File: src/rtl/mcaster_buf.sv
// Column multicaster: filters three tagged bus channels by column ID or broadcast,
// buffers matching beats in per-channel FWFT FIFOs toward the PE, and counts drops.
module mcaster_buf #(
  parameter int unsigned DATA_WIDTH = 16,
  parameter int unsigned NUM_COL    = 4,
  parameter int unsigned FIFO_DEPTH = 4,
  parameter int unsigned BCAST_EN   = 1,
  localparam int unsigned ID_W      = (NUM_COL > 1) ? $clog2(NUM_COL) : 1,
  localparam int unsigned TAG_W     = ID_W + 1,
  localparam int unsigned PSUM_W    = 2 * DATA_WIDTH
) (
  input  logic                  clk,
  input  logic                  rst,
  input  logic                  id_we,
  input  logic [ID_W-1:0]       id_wdata,
  output logic [ID_W-1:0]       id,
  input  logic [TAG_W-1:0]      ifmap_tag_i,
  input  logic [DATA_WIDTH-1:0] ifmap_data_i,
  input  logic                  ifmap_valid_i,
  output logic                  ifmap_ready_o,
  output logic [DATA_WIDTH-1:0] ifmap_data_o,
  output logic                  ifmap_valid_o,
  input  logic                  ifmap_ready_i,
  input  logic [TAG_W-1:0]      fltr_tag_i,
  input  logic [DATA_WIDTH-1:0] fltr_data_i,
  input  logic                  fltr_valid_i,
  output logic                  fltr_ready_o,
  output logic [DATA_WIDTH-1:0] fltr_data_o,
  output logic                  fltr_valid_o,
  input  logic                  fltr_ready_i,
  input  logic [TAG_W-1:0]      psum_tag_i,
  input  logic [PSUM_W-1:0]     psum_data_i,
  input  logic                  psum_valid_i,
  output logic                  psum_ready_o,
  output logic [PSUM_W-1:0]     psum_data_o,
  output logic                  psum_valid_o,
  input  logic                  psum_ready_i,
  output logic                  pe_en,
  output logic [7:0]            drop_cnt
);

  localparam int unsigned NCH   = 3;
  localparam int unsigned PTR_W = (FIFO_DEPTH > 1) ? $clog2(FIFO_DEPTH) : 1;
  localparam int unsigned CNT_W = PTR_W + 1;

  logic [ID_W-1:0]  id_q;
  logic [7:0]       drop_q;
  logic             pe_en_q;
  logic [TAG_W-1:0] ch_tag     [NCH];
  logic             ch_valid_i [NCH];
  logic             ch_ready_i [NCH];
  logic             ch_drop    [NCH];
  logic             ch_vld_nxt [NCH];
  logic [1:0]       drop_add;
  logic [8:0]       drop_sum;

  assign ch_tag[0]     = ifmap_tag_i;
  assign ch_tag[1]     = fltr_tag_i;
  assign ch_tag[2]     = psum_tag_i;
  assign ch_valid_i[0] = ifmap_valid_i;
  assign ch_valid_i[1] = fltr_valid_i;
  assign ch_valid_i[2] = psum_valid_i;
  assign ch_ready_i[0] = ifmap_ready_i;
  assign ch_ready_i[1] = fltr_ready_i;
  assign ch_ready_i[2] = psum_ready_i;

  for (genvar c = 0; c < NCH; c++) begin : g_ch
    localparam int unsigned W = (c == 2) ? PSUM_W : DATA_WIDTH;

    logic [W-1:0]     wdata;
    logic [W-1:0]     head_q;
    logic [W-1:0]     head_nxt;
    logic [W-1:0]     mem [FIFO_DEPTH];
    logic [PTR_W-1:0] wr_ptr_q;
    logic [PTR_W-1:0] rd_ptr_q;
    logic [PTR_W-1:0] rd_ptr_inc;
    logic [CNT_W-1:0] count_q;
    logic [CNT_W-1:0] count_nxt;
    logic             ready_q;
    logic             valid_q;
    logic             match;
    logic             xfer;
    logic             push;
    logic             pop;

    if (c == 0) begin : g_ifmap
      assign wdata = ifmap_data_i;
    end else if (c == 1) begin : g_fltr
      assign wdata = fltr_data_i;
    end else begin : g_psum
      assign wdata = psum_data_i;
    end

    // Foreign tags are still consumed whenever the FIFO has room, so the bus never stalls on them.
    assign match = ((ch_tag[c][ID_W-1:0] == id_q) && !ch_tag[c][ID_W]) ||
                   ((BCAST_EN != 0) && ch_tag[c][ID_W]);
    assign xfer        = ch_valid_i[c] && ready_q;
    assign push        = xfer && match;
    assign ch_drop[c]  = xfer && !match;
    assign pop         = valid_q && ch_ready_i[c];
    assign rd_ptr_inc  = rd_ptr_q + PTR_W'(1);
    assign ch_vld_nxt[c] = (count_nxt != '0);

    // Head register holds the next output word so data_o comes straight from a flop.
    always_comb begin
      count_nxt = count_q;
      head_nxt  = head_q;
      if (push && !pop) begin
        count_nxt = count_q + CNT_W'(1);
      end else if (pop && !push) begin
        count_nxt = count_q - CNT_W'(1);
      end
      if (push && ((count_q == '0) || ((count_q == CNT_W'(1)) && pop))) begin
        head_nxt = wdata;
      end else if (pop) begin
        head_nxt = mem[rd_ptr_inc];
      end
    end

    always_ff @(posedge clk) begin
      if (rst) begin
        wr_ptr_q <= '0;
        rd_ptr_q <= '0;
        count_q  <= '0;
        head_q   <= '0;
        valid_q  <= 1'b0;
        ready_q  <= 1'b0;
      end else begin
        if (push) begin
          mem[wr_ptr_q] <= wdata;
          wr_ptr_q      <= wr_ptr_q + PTR_W'(1);
        end
        if (pop) begin
          rd_ptr_q <= rd_ptr_inc;
        end
        count_q <= count_nxt;
        head_q  <= head_nxt;
        valid_q <= (count_nxt != '0);
        ready_q <= (count_nxt != CNT_W'(FIFO_DEPTH));
      end
    end
  end

  assign drop_add = 2'(ch_drop[0]) + 2'(ch_drop[1]) + 2'(ch_drop[2]);
  assign drop_sum = 9'(drop_q) + 9'(drop_add);

  always_ff @(posedge clk) begin
    if (rst) begin
      id_q    <= '0;
      drop_q  <= '0;
      pe_en_q <= 1'b0;
    end else begin
      if (id_we) begin
        id_q <= id_wdata;
      end
      drop_q  <= drop_sum[8] ? 8'hFF : drop_sum[7:0];
      pe_en_q <= ch_vld_nxt[0] || ch_vld_nxt[1] || ch_vld_nxt[2];
    end
  end

  assign id            = id_q;
  assign drop_cnt      = drop_q;
  assign pe_en         = pe_en_q;
  assign ifmap_ready_o = g_ch[0].ready_q;
  assign ifmap_valid_o = g_ch[0].valid_q;
  assign ifmap_data_o  = g_ch[0].head_q;
  assign fltr_ready_o  = g_ch[1].ready_q;
  assign fltr_valid_o  = g_ch[1].valid_q;
  assign fltr_data_o   = g_ch[1].head_q;
  assign psum_ready_o  = g_ch[2].ready_q;
  assign psum_valid_o  = g_ch[2].valid_q;
  assign psum_data_o   = g_ch[2].head_q;

endmodule
File: config.mk
export PLATFORM = sky130hd
export DESIGN_NAME = mcaster_buf
export DESIGN_NICKNAME = d
export VERILOG_FILES = /design/src/rtl/mcaster_buf.sv
export SDC_FILE = /design/constraint.sdc
export NUM_CORES = 1
export LEC_CHECK = 0
export ABC_AREA = 1
export BUFFER_PORTS_ARGS = -buffer_cell sky130_fd_sc_hd__buf_2
export CORE_ASPECT_RATIO = 0.8
export CORE_MARGIN = 2
export CORE_UTILIZATION = 35
export CTS_CLUSTER_SIZE = 24
export DETAILED_ROUTE_END_ITERATION = 8
export PLACE_DENSITY = 0.52
export SLEW_MARGIN = 25
export SYNTH_ARGS = -nofsm -noshare
export SYNTH_HDL_FRONTEND = slang
export SYNTH_SLANG_ARGS = --single-unit
File: constraint.sdc
create_clock -name clk -period 2.7 [get_ports clk]
set_input_delay 0.135 -clock clk [delete_from_list [all_inputs] [get_ports clk]]
set_output_delay 0.135 -clock clk [all_outputs]
set_load 0.05 [all_outputs]
==> impl_results.md <==
* Status: completed
* Transition time of the tightest slew-check pin at ~770 ps
* Post-place setup slack at -45.1 ps
* Number of slew-limit violations in the final report at 0
* Routed len/inst at roughly 17 um
* Hold Crit Depth at 4
* Post-synthesis net count at ~1500
* # nets final at approximately 1700
* CP Class: flip-flop to flip-flop
* Maximum number of pins on one net before global-route repair at between 40 and 50
* Port buffer count at roughly 160
* Final hold violation count at 0
* Global route total overflow at 0
* Worst Hold Class: input pin to flip-flop
* Proportion of layout cells with a drive suffix above 1 at 0.227
* Syn_area_per_cell at ~11 um2
* Crit-path cells: inv_4 -> nand2_2 -> nand2_2 -> nand2_2 -> nand3_2 -> fa_1 -> inv_1 -> ha_2 -> fa_2 -> nand3_4 -> nor3b_4 -> nand2_2 -> nor2_4 -> inv_2 -> o21ai_1 -> o21ai_1 -> inv_1
* CP top delay family: adder cells
* Number of cell instances on the worst register-to-register path at 17
* Clk Latency, worst-skew pair at approximately 520 ps
* Multi-input combinational cell area at ~0.0047 mm2
* Overall die area at about 0.045 mm2
* Yosys cell types at 36
* Total global-route track usage at 0.171
* Vias in the first global route at roughly 11000
* Slowest stage cell on the critical path: sky130_fd_sc_hd__fa_1
* Area occupied by registers at between 0.009 and 0.01 mm2
* Required @ worst endpoint at about 3200 ps
* Die X-Extent at between 200 and 250 um
* Flop and latch count out of synthesis at ~360
* CP Max Fanout at 5
* Start point of the worst min-delay path: ifmap_ready_i
* Antenna violations before repair at 0
* Wire length after detailed routing at approximately 38000 um
* HPWL after detailed placement at 22700 um
* Minimum clock period at between 2000 and 3000 ps
* Vias at about 11000
* Hold EP: g_ch[0].rd_ptr_q[1]$_SDFFE_PP0P_
* Total power per unit cell area at between 800 and 900 mW/mm2
* Most prevalent standard cell on the critical path: sky130_fd_sc_hd__nand2_2
* Buffers from clock root to sink, at most at 3
* Final worst setup slack at about 200 ps
* TritonCTS clock tree: built
* Number of vias per cell at 4.74
* Placement Rows at 67
* Gp weighted congestion at between 0.7 and 0.8
* Sequential cell area fraction in the yosys report at 0.649
* Total power consumption of the routed design at between 0.015 and 0.02 W
* Syn Std Cell Area at approximately 0.015 mm2
* CTS root buffer: sky130_fd_sc_hd__clkbuf_16
* Cts bufs inserted at 40
* Number of warnings issued by yosys at 0
* Drc violations at 0
* Floorplan Core Area at 0.0421 mm2
* Number of DRC markers after the initial detailed-route iteration at 555
* Antenna diode count at 0
* Number of detailed-routing iterations run before antenna repair at 5
* Count of boundary I/O pins at 165
* Clock slew seen by the registers of the worst setup and hold paths at roughly 60 ps
* Crit. End Element: flip-flop
* Post-synth EDFFs at 256
* Layout overhead on the synthesized area at 24.2%
* Instance count of the mapped netlist at approximately 1400
* Launching element type of the critical path: flip-flop
* Crit share post-route at 0.926
* Most common library cell in the layout ignoring fill and taps: sky130_fd_sc_hd__edfxtp_1
* Static leakage at around 7.1 nW
* Reg2Reg Capture Point: drop_cnt[5]$_SDFF_PP0_
* Highest-count cells in the layout ignoring fill and taps: 256 x sky130_fd_sc_hd__edfxtp_1, 253 x sky130_fd_sc_hd__nand2_1, 180 x sky130_fd_sc_hd__nor2_1
* Initial core utilization at 0.356
* Maximum frequency from static timing analysis at around 400 MHz
* Worst flop-to-flop path startpoint: id[0]$_SDFFE_PP0P_
* Wire length of the first global-routing pass at 59600 um
* Predominant post-synthesis flop cell: sky130_fd_sc_hd__edfxtp_1
* Final sum of negative setup slack at 0 ps
* Clock tree skew after final layout at roughly 22 ps
* Setup violation total in the final timing report at 0
* Slew HR at 0.489
* Critical Path AT at between 2000 and 3000 ps
* Antenna Violating Nets Remaining at 0
* Internal reg-to-reg setup slack at between 150 and 200 ps
* TritonCTS Sinks at roughly 360
* Worst IR drop on VDD at approximately 0.52 mV
* Filler instances at about 4000
* Max-capacitance violation count at 0
* Sum of buffers and inverters on the critical path at 4
* Count of H-tree levels built during CTS at 2
* Delay of the slowest critical-path stage at around 450 ps
* FFs w/ async S/R, synth at 0
* Vertical die dimension at between 150 and 200 um
==> report_power, final <==
part	internal [W]	switching, W	total (W)
combinational	0.00101	0.00257	0.00357
sequential	0.00625	0.000246	0.00649
clock	0.00320	0.00212	0.00533
==> sequential cells by signal (all words and copies together), names as in the netlist <==
register,cells
drop_cnt,8
pe_en,1
fltr_data_o,16
fltr_valid_o,1
psum_data_o,32
g_ch.count_q,9
ifmap_valid_o,1
g_ch.wr_ptr_q,6
g_ch.rd_ptr_q,6
psum_ready_o,1
g_ch.mem,256
ifmap_data_o,16
id,2
ifmap_ready_o,1
psum_valid_o,1
fltr_ready_o,1
==> worst min-delay path, stage by stage <==
cell and delay, ps:
sky130_fd_sc_hd__buf_2 100, sky130_fd_sc_hd__nand2_4 120, sky130_fd_sc_hd__nand2_1 90, sky130_fd_sc_hd__a21oi_1 60
==> per-layer routing <==
layer  vias to the layer above  part of all wire  global-route usage
li1                       5247                 -                   -
met1                      5026              0.48               0.239
met5                         -                 0                   0
met3                        44             0.047              0.0283
met2                       193              0.46               0.280
met4                         0             0.014              0.0392
==> timing repair <==
| item | in CTS | in global routing |
|---|---|---|
| hold buffers | 71 | 0 |
| resized for setup | 1 | 14 |
| endpoints found under the hold margin | 322 | 0 |
| buffers inserted | 0 | 5 |
| setup endpoints to repair | 1 | 7 |
| pin swaps | 0 | 9 |
==> layout make-up <==
cell class | instances | share of cell area
clock buffer | 57 | 0.0588
clock inverter | 15 | 0.00934
inverter | 83 | 0.0183
multi-input combinational | 872 | 0.250
sequential | 358 | 0.523
tap | 552 | 0.0371
timing repair buffer | 278 | 0.104
==> cells in the mapped netlist (5+ instances only) <==
cell | n | share of area
sky130_fd_sc_hd__inv_1 | 66 | 0.017
sky130_fd_sc_hd__inv_2 | 6 | 0.0015
sky130_fd_sc_hd__ha_1 | 26 | 0.022
sky130_fd_sc_hd__nand2_4 | 17 | 0.013
sky130_fd_sc_hd__a31oi_1 | 35 | 0.015
sky130_fd_sc_hd__nand3_1 | 92 | 0.031
sky130_fd_sc_hd__o21ai_0 | 89 | 0.030
sky130_fd_sc_hd__nand4_1 | 5 | 0.0021
sky130_fd_sc_hd__buf_2 | 27 | 0.0090
sky130_fd_sc_hd__a21oi_1 | 90 | 0.030
sky130_fd_sc_hd__nand2_2 | 29 | 0.012
sky130_fd_sc_hd__buf_4 | 5 | 0.0025
sky130_fd_sc_hd__a31oi_2 | 30 | 0.025
sky130_fd_sc_hd__edfxtp_1 | 256 | 0.51
sky130_fd_sc_hd__buf_1 | 7 | 0.0018
sky130_fd_sc_hd__clkbuf_1 | 19 | 0.0048
sky130_fd_sc_hd__nand2_1 | 256 | 0.064
sky130_fd_sc_hd__dfxtp_1 | 102 | 0.14
sky130_fd_sc_hd__nor2_1 | 185 | 0.046
==> how the worst max path moves through the flow <==
stage | to | from | depth (start not counted)
after floorplan | g_ch[2].mem[0][0]$_DFFE_PP_ | id[1]$_SDFFE_PP0P_ | 9
after global placement | drop_cnt[5]$_SDFF_PP0_ | id[0]$_SDFFE_PP0P_ | 17
after detailed placement | drop_cnt[5]$_SDFF_PP0_ | id[0]$_SDFFE_PP0P_ | 17
after CTS | drop_cnt[5]$_SDFF_PP0_ | id[0]$_SDFFE_PP0P_ | 17
after global routing | drop_cnt[5]$_SDFF_PP0_ | id[0]$_SDFFE_PP0P_ | 17
final | drop_cnt[5]$_SDFF_PP0_ | id[0]$_SDFFE_PP0P_ | 17
==> through the flow <==
| stage | cells | hold slack [ps] | area (um2) | utilization |
|---|---|---|---|---|
| 2_1_floorplan | 1377 | 234 | 15000 | - |
| 3_3_place_gp | 2067 | 371 | 16600 | 0.393 |
| 3_5_place_dp | 2067 | 371 | 16600 | 0.393 |
| 4_1_cts | 2210 | 13.1 | 18500 | 0.441 |
| 5_1_grt | 2215 | 35.1 | 18600 | 0.443 |
| 6_report | 2215 | 37.7 | 18600 | 0.443 |
==> cell families (layout without fill, tap and decap cells) <==
group                      after synthesis  in the layout  share of synthesized area
and+or+nand+nor                        591            591                      0.175
DFF                                    358            358                      0.649
AOI/OAI and AO/OA                      249            249                      0.103
buffers and inverters                  147            433                     0.0463
adders and majority gates               28             28                     0.0244
xor gates and xnor gates                 4              4                    0.00234
(Power assumes the default switching activity.)
